===== src/rtl/intan_peripheral_emulator_if.sv =====
// SPI-style link between an Intan headstage controller and the emulated peripheral.
// The controller owns chip select, serial clock and command data; the peripheral returns two response pins.
interface intan_peripheral_emulator_if;
    logic csn;
    logic sclk;
    logic copi;
    logic cipo0;
    logic cipo1;

    modport master (output csn, output sclk, output copi, input cipo0, input cipo1);
    modport slave  (input csn, input sclk, input copi, output cipo0, output cipo1);
endinterface


===== src/rtl/intan_peripheral_emulator.sv =====
// Emulates an Intan-style amplifier chip: decodes 16-bit SPI commands and returns
// four lane words per frame, pipelined two valid frames behind the command.
module intan_peripheral_emulator #(
    parameter int unsigned DDR_EN   = 1,
    parameter logic [7:0]  CHIP_ID  = 8'd4,
    parameter logic [7:0]  NUM_AMPS = 8'd64
) (
    input  logic                              clk,
    input  logic                              rstn,
    intan_peripheral_emulator_if.slave        spi,
    output logic [31:0]                       frame_count,
    output logic [15:0]                       error_count
);
    localparam int unsigned NUM_LANES = 4;
    localparam int unsigned NUM_REGS  = 22;
    localparam logic [4:0]  EDGE_SAT  = 5'd17;
    localparam logic [4:0]  EDGE_OK   = 5'd16;
    localparam logic [15:0] CMD_CAL   = 16'h5500;
    localparam logic [15:0] CMD_CLR   = 16'h6A00;
    localparam bit          DDR       = (DDR_EN != 0);

    typedef enum logic [1:0] {S_IDLE, S_ACTIVE, S_DONE} state_t;

    state_t      r_state;
    logic        r_csn_q, r_csn_q2, r_sclk_q, r_sclk_q2, r_copi_q;
    logic [15:0] r_cmd;
    logic [4:0]  r_edge_cnt;
    logic        r_frame_ok;
    logic        r_pend;
    logic [3:0]  r_bit;
    logic        r_phase_b;
    logic [15:0] r_lane  [NUM_LANES];
    logic [15:0] r_pipe0 [NUM_LANES];
    logic [15:0] r_pipe1 [NUM_LANES];
    logic [7:0]  r_regs  [NUM_REGS];
    logic [7:0]  r_sample;
    logic        r_cipo0, r_cipo1;

    logic        w_csn_fall, w_csn_rise, w_sclk_rise, w_sclk_fall;
    logic [5:0]  w_addr;
    logic [7:0]  w_data;
    logic [7:0]  w_rd_data;
    logic        w_wr_en, w_sample_inc, w_sample_clr;
    logic [15:0] w_resp [NUM_LANES];

    assign w_csn_fall  =  r_csn_q2 & ~r_csn_q;
    assign w_csn_rise  = ~r_csn_q2 &  r_csn_q;
    assign w_sclk_rise = ~r_sclk_q2 &  r_sclk_q;
    assign w_sclk_fall =  r_sclk_q2 & ~r_sclk_q;
    assign w_addr      = r_cmd[13:8];
    assign w_data      = r_cmd[7:0];
    assign spi.cipo0   = r_cipo0;
    assign spi.cipo1   = r_cipo1;

    // Register map read port
    always_comb begin
        w_rd_data = 8'h00;
        case (w_addr)
            6'd40:   w_rd_data = 8'h49;
            6'd41:   w_rd_data = 8'h4E;
            6'd42:   w_rd_data = 8'h54;
            6'd43:   w_rd_data = 8'h41;
            6'd44:   w_rd_data = 8'h4E;
            6'd60:   w_rd_data = 8'h01;
            6'd61:   w_rd_data = 8'h00;
            6'd62:   w_rd_data = NUM_AMPS;
            6'd63:   w_rd_data = CHIP_ID;
            default: if (w_addr < 6'(NUM_REGS)) w_rd_data = r_regs[w_addr[4:0]];
        endcase
    end

    // Command decode and per-lane response words
    always_comb begin
        w_wr_en      = 1'b0;
        w_sample_inc = 1'b0;
        w_sample_clr = 1'b0;
        for (int l = 0; l < NUM_LANES; l++) w_resp[l] = 16'h0000;
        if (r_cmd[15:14] == 2'b00) begin
            for (int l = 0; l < NUM_LANES; l++) w_resp[l] = {2'(l), w_addr, r_sample};
            w_sample_inc = (w_addr == 6'd0);
        end else if (r_cmd == CMD_CAL || r_cmd == CMD_CLR) begin
            for (int l = 0; l < NUM_LANES; l++) w_resp[l] = 16'h8000;
            w_sample_clr = (r_cmd == CMD_CLR);
        end else if (r_cmd[15:14] == 2'b10) begin
            for (int l = 0; l < NUM_LANES; l++) w_resp[l] = {8'hFF, w_data};
            w_wr_en = (w_addr < 6'(NUM_REGS));
        end else if (r_cmd[15:14] == 2'b11) begin
            for (int l = 0; l < NUM_LANES; l++) w_resp[l] = {8'h00, w_rd_data};
        end
    end

    // Input sync, frame FSM, command execution and output lanes
    always_ff @(posedge clk) begin
        if (!rstn) begin
            // Load synchronisers with live pins so a held-low csn is not seen as a new frame
            r_csn_q     <= spi.csn;
            r_csn_q2    <= spi.csn;
            r_sclk_q    <= spi.sclk;
            r_sclk_q2   <= spi.sclk;
            r_copi_q    <= 1'b0;
            r_state     <= S_IDLE;
            r_cmd       <= 16'h0000;
            r_edge_cnt  <= 5'd0;
            r_frame_ok  <= 1'b0;
            r_pend      <= 1'b0;
            r_bit       <= 4'd15;
            r_phase_b   <= 1'b0;
            r_sample    <= 8'h00;
            r_cipo0     <= 1'b0;
            r_cipo1     <= 1'b0;
            frame_count <= 32'd0;
            error_count <= 16'd0;
            for (int l = 0; l < NUM_LANES; l++) begin
                r_lane[l]  <= 16'h0000;
                r_pipe0[l] <= 16'h0000;
                r_pipe1[l] <= 16'h0000;
            end
            for (int i = 0; i < NUM_REGS; i++) r_regs[i] <= 8'h00;
        end else begin
            r_csn_q   <= spi.csn;
            r_csn_q2  <= r_csn_q;
            r_sclk_q  <= spi.sclk;
            r_sclk_q2 <= r_sclk_q;
            r_copi_q  <= spi.copi;
            r_cipo0   <= 1'b0;
            r_cipo1   <= 1'b0;
            case (r_state)
                S_IDLE: begin
                    if (w_csn_fall || r_pend) begin
                        r_state    <= S_ACTIVE;
                        r_pend     <= 1'b0;
                        r_cmd      <= 16'h0000;
                        r_edge_cnt <= 5'd0;
                        r_bit      <= 4'd15;
                        r_phase_b  <= 1'b0;
                        r_lane     <= r_pipe1;
                    end
                end
                S_ACTIVE: begin
                    r_cipo0 <= (DDR && r_phase_b) ? r_lane[1][r_bit] : r_lane[0][r_bit];
                    r_cipo1 <= (DDR && r_phase_b) ? r_lane[3][r_bit] : r_lane[2][r_bit];
                    // csn rising edge wins over any sclk edge in the same cycle
                    if (w_csn_rise) begin
                        r_state    <= S_DONE;
                        r_frame_ok <= (r_edge_cnt == EDGE_OK);
                    end else if (w_sclk_rise) begin
                        r_cmd     <= {r_cmd[14:0], r_copi_q};
                        r_phase_b <= 1'b1;
                        if (r_edge_cnt != EDGE_SAT) r_edge_cnt <= r_edge_cnt + 5'd1;
                    end else if (w_sclk_fall) begin
                        r_phase_b <= 1'b0;
                        if (r_bit != 4'd0) r_bit <= r_bit - 4'd1;
                    end
                end
                S_DONE: begin
                    r_state <= S_IDLE;
                    if (w_csn_fall) r_pend <= 1'b1;
                    if (r_frame_ok) begin
                        frame_count <= frame_count + 32'd1;
                        r_pipe0     <= w_resp;
                        r_pipe1     <= r_pipe0;
                        if (w_wr_en) r_regs[w_addr[4:0]] <= w_data;
                        if (w_sample_clr)      r_sample <= 8'h00;
                        else if (w_sample_inc) r_sample <= r_sample + 8'h01;
                    end else if (error_count != 16'hFFFF) begin
                        error_count <= error_count + 16'd1;
                    end
                end
                default: r_state <= S_IDLE;
            endcase
        end
    end
endmodule


===== src/flat_wrapper.sv =====
// flat-port wrapper written by rule: the top's interface ports become plain ports
module intan_peripheral_emulator_flat 
#(
    parameter int unsigned DDR_EN   = 1,
    parameter logic [7:0]  CHIP_ID  = 8'd4,
    parameter logic [7:0]  NUM_AMPS = 8'd64
)
  (clk, rstn, frame_count, error_count, spi_csn, spi_sclk, spi_copi, spi_cipo0, spi_cipo1);
  intan_peripheral_emulator_if spi_i ();
  input  logic clk;
  input  logic rstn;
  output logic [31:0] frame_count;
  output logic [15:0] error_count;
  input wire logic [$bits(spi_i.csn)-1:0] spi_csn;
  input wire logic [$bits(spi_i.sclk)-1:0] spi_sclk;
  input wire logic [$bits(spi_i.copi)-1:0] spi_copi;
  output wire logic [$bits(spi_i.cipo0)-1:0] spi_cipo0;
  output wire logic [$bits(spi_i.cipo1)-1:0] spi_cipo1;
  assign spi_i.csn = spi_csn;
  assign spi_i.sclk = spi_sclk;
  assign spi_i.copi = spi_copi;
  assign spi_cipo0 = spi_i.cipo0;
  assign spi_cipo1 = spi_i.cipo1;
  intan_peripheral_emulator #(.DDR_EN(DDR_EN), .CHIP_ID(CHIP_ID), .NUM_AMPS(NUM_AMPS)) u_core (.clk(clk), .rstn(rstn), .spi(spi_i), .frame_count(frame_count), .error_count(error_count));
endmodule

===== config.mk =====
export PLATFORM = sky130hd
export DESIGN_NAME = intan_peripheral_emulator_flat
export DESIGN_NICKNAME = d
export VERILOG_FILES = /design/src/rtl/intan_peripheral_emulator_if.sv /design/src/rtl/intan_peripheral_emulator.sv /design/src/flat_wrapper.sv
export SDC_FILE = /design/constraint.sdc
export NUM_CORES = 1
export LEC_CHECK = 0
export CAP_MARGIN = 20
export CORE_MARGIN = 2
export CORE_UTILIZATION = 50
export CTS_CLUSTER_SIZE = 16
export DETAILED_ROUTE_END_ITERATION = 8
export GPL_TIMING_DRIVEN = 0
export PLACE_DENSITY = 0.78
export SLEW_MARGIN = 20
export SYNTH_ARGS = -nofsm -noshare
export SYNTH_HDL_FRONTEND = slang
export SYNTH_SLANG_ARGS = --single-unit
export TNS_END_PERCENT = 1

===== constraint.sdc =====
create_clock -name clk -period 5.2 [get_ports clk]
set_input_delay 0.52 -clock clk [delete_from_list [all_inputs] [get_ports clk]]
set_output_delay 0.52 -clock clk [all_outputs]
set_load 0.005 [all_outputs]

==> impl_metrics.toml <==
[placed_design]
port_buffers = 53
place_ws_ns = 1.47
gp_congestion = 0.926
dp_hpwl_um = 31900
dp.cells = 2069
placed_area_um2 = 19300

[sta]
setup_viol = 0
layout_setup_ws_ns = 2.06
whs_ns = 0.434
finalCritPeriodShare_pct = 60.3
rsz0062_at_grt = "no"
fin_setup_tns_ns = 0
finalHoldViolCount = 0
max_slew.worst_pin.slew_ns = 1.03
clock.fmax_mhz = 319
finClkSkew_ns = 0.0267
slew_headroom_pct = 31.1
period_minus_slack_ns = 3.14
drv_slew = 0

[power_and_ir_drop]
power.density_nw_per_um2 = 321
power.total_mw = 6.64
p_clk_share_pct = 43.5
share_comb_of_total_power_pct = 3.0
power_frac_seq_pct = 53.6
intPower_mw = 5.22
irDropWorstVdd_mv = 0.252
sw_frac_of_total_pct = 21.4
switching_power_mw = 1.42
power_leakage_nw = 7.07

[route]
routedWlPerCell_um = 21.5
ant_nets = 0
drt-total-wl_um = 46200
vias = 12600
route.detailed.drc = 0
drt-initial-drc-count = 1265
drt_first_pass_iters = 5
via_per_inst = 5.86

[synth]
seq_area_frac_synth_pct = 59.9
yosysUniqueCellTypes = 70
synth_top_flop_cell = "edfxtp_1"
synth_cells = 1473
synth_area_um2 = 17900
synth_top_area_share_pct = 42.9
async_flop_share_pct = 0
synth_edf_count = 256
yosys.area.top_type = "edfxtp_1"
ys_ff_latch = 408
synth_area_per_cell_um2 = 12.2
yosys_warnings = 0
synth_area_leaders = "edfxtp_1 43%, dfxtp_1 17%, mux4_2 7.7%"

[setup_path]
cpPeakStageDelay_ns = 0.89
required_ns = 5.38
critPathLaunchType = "register"
crit_slowest_cell = "o21ai_1"
cp-end-kind = "register"
worst-path-max-fanout = 10
crit_chain = "buf_2 -> nand3b_1 -> a2111oi_2 -> nand3_1 -> clkbuf_1 -> o21ai_1"
worstSetupPathType = "reg -> reg"
cp.arrival_ns = 3.32

[global_route]
grt_pass1_wl_um = 70600
met2_usage_pct = 39.6
grt_use_met3_pct = 5.63
grt_max_degree = 20
antenna_found_initial = 3
gr-usage-met1_pct = 31.6
grt-ovfl-total = 0
grtUsageTotal_pct = 24.7
first_global_vias = 12300
busiest_layer = "met2"

[cts]
clock_sinks = 408
cts_buffers = 43
post_cts.repair.setup_buffers = 0
htreeDepth = 2
ctsHoldBuffers = 0
ctsResizeCount = 0
clk_pin_slew_ns = 0.06
insertion_delay_ns = 0.57
root_buffer = "clkbuf_16"
tritoncts = "yes"
cts_max_path_buffers = 3

[run]
max_cap_violations = 0

[final_layout]
areaGrowthSynthToFinish_pct = 15.3
nets = 1666
postLayoutCellArea_um2 = 20700
drive_gt1_share_pct = 10.5
postLayoutCoreUtil_pct = 58.4
fin_cells = 2146

[floorplan]
row_count = 69
start_util_pct = 50.6
coreArea_um2 = 35400
dieWidth_um = 193
top_level_ports = 55
die_y_um = 193
fp.dieArea_um2 = 37400

[run_status]
status = "finished clean"

[min_path]
hp-class = "in -> reg"
power groups by stage:
stage          Clock, mW  Sequential, mW  Combinational [mW]
2_1_floorplan          0            3.61               0.126
3_3_place_gp           0            3.62               0.185
3_5_place_dp           0            3.63               0.191
4_1_cts             2.91            3.56               0.192
5_1_grt             3.05            3.57               0.211
6_report            2.89            3.56               0.197
area by class of cell:
| type | count | area [µm²] |
|---|---|---|
| Antenna cell | 1 | 2.50 |
| Buffer | 91 | 405 |
| Clock buffer | 56 | 1170 |
| Clock inverter | 20 | 135 |
| Fill cell | 2899 | 14700 |
| Inverter | 16 | 60.1 |
| Multi-Input combinational cell | 1037 | 7040 |
| Sequential cell | 408 | 10700 |
| Tap cell | 461 | 577 |
| Timing Repair Buffer | 56 | 553 |
Yosys cell counts, types with 16 or more instances:
cell type and count:
edfxtp_1 256, and2_1 182, dfxtp_1 152, nand2_1 136, nor2_1 108, a21oi_1 69
mux4_2 61, clkbuf_1 54, o21ai_0 46, nand3_1 44, xor2_1 31, mux2i_1 30
nor3_1 23, nand2b_1 18, nand4_1 18, xnor2_1 18, nor2b_1 16
registers in the layout, summed over array words and instances (netlist names), named ones only:
name	flops
u_core.spi.cipo1	1
u_core.r_pipe0	18
u_core.r_sclk_q2	1
u_core.r_bit	4
u_core.r_frame_ok	1
u_core.r_pipe1	18
u_core.frame_count	32
u_core.r_sclk_q	1
u_core.r_pend	1
u_core.r_state	2
u_core.r_lane	18
u_core.r_sample	8
u_core.spi.cipo0	1
u_core.r_cmd	16
u_core.r_regs	256
u_core.r_copi_q	1
u_core.r_csn_q2	1
u_core.r_edge_cnt	5
u_core.r_csn_q	1
u_core.r_phase_b	1
u_core.error_count	16
critical path, delay by kind of cell, from the launching register on:
family / cells / cell delay, ns
AND/OR/NAND/NOR: 2 / 0.37
AO/OA/AOI/OAI: 2 / 1.40
buffers and inverters: 2 / 0.60
flip-flops: 1 / 0.37
logic make-up (layout without fill, tap and decap cells):
| family | after synthesis | after routing | synth area share, % |
|---|---|---|---|
| AND/OR/NAND/NOR | 603 | 603 | 17.9 |
| flip-flops | 408 | 408 | 59.9 |
| AO/OA/AOI/OAI | 201 | 201 | 7.05 |
| buffers and inverters | 107 | 239 | 2.60 |
| multiplexers | 96 | 96 | 9.65 |
| XOR/XNOR | 49 | 49 | 2.39 |
| adder cells (fa/ha/maj) | 8 | 8 | 0.558 |
| other | 1 | 81 | 0.0209 |
cell usage in the layout (no fill, tap or decap), types with 53 or more instances in the layout:
| cell | count |
|---|---|
| dfxtp_1 | 152 |
| a21oi_1 | 69 |
| clkbuf_1 | 62 |
| clkdlybuf4s50_1 | 53 |
| edfxtp_1 | 256 |
| nand2_1 | 136 |
| mux4_2 | 61 |
| conb_1 | 80 |
| nor2_1 | 108 |
| and2_1 | 182 |
layer usage:
layer | vias to the layer above | part of all wire (%) | wire length (µm)
met5 | - | 0.035 | 16
met4 | 2 | 4.9 | 2270
met1 | 6175 | 39 | 18000
met3 | 150 | 8.7 | 4010
met2 | 592 | 47 | 21900
li1 | 5646 | - | -
worst paths after layout:
path                            slack [ns]  cells past startpoint                from              endpoint
worst max register to register        2.06                      6    u_core.r_cmd[15]  u_core.r_regs[13][2]
worst min-delay path                  0.43                      1             spi_csn        u_core.r_csn_q
worst min register to register        0.45                      2  u_core.r_pipe1[30]     u_core.r_lane[30]
worst max-delay path                  2.06                      6    u_core.r_cmd[15]  u_core.r_regs[13][2]
Power figures use the tool's default switching activity.
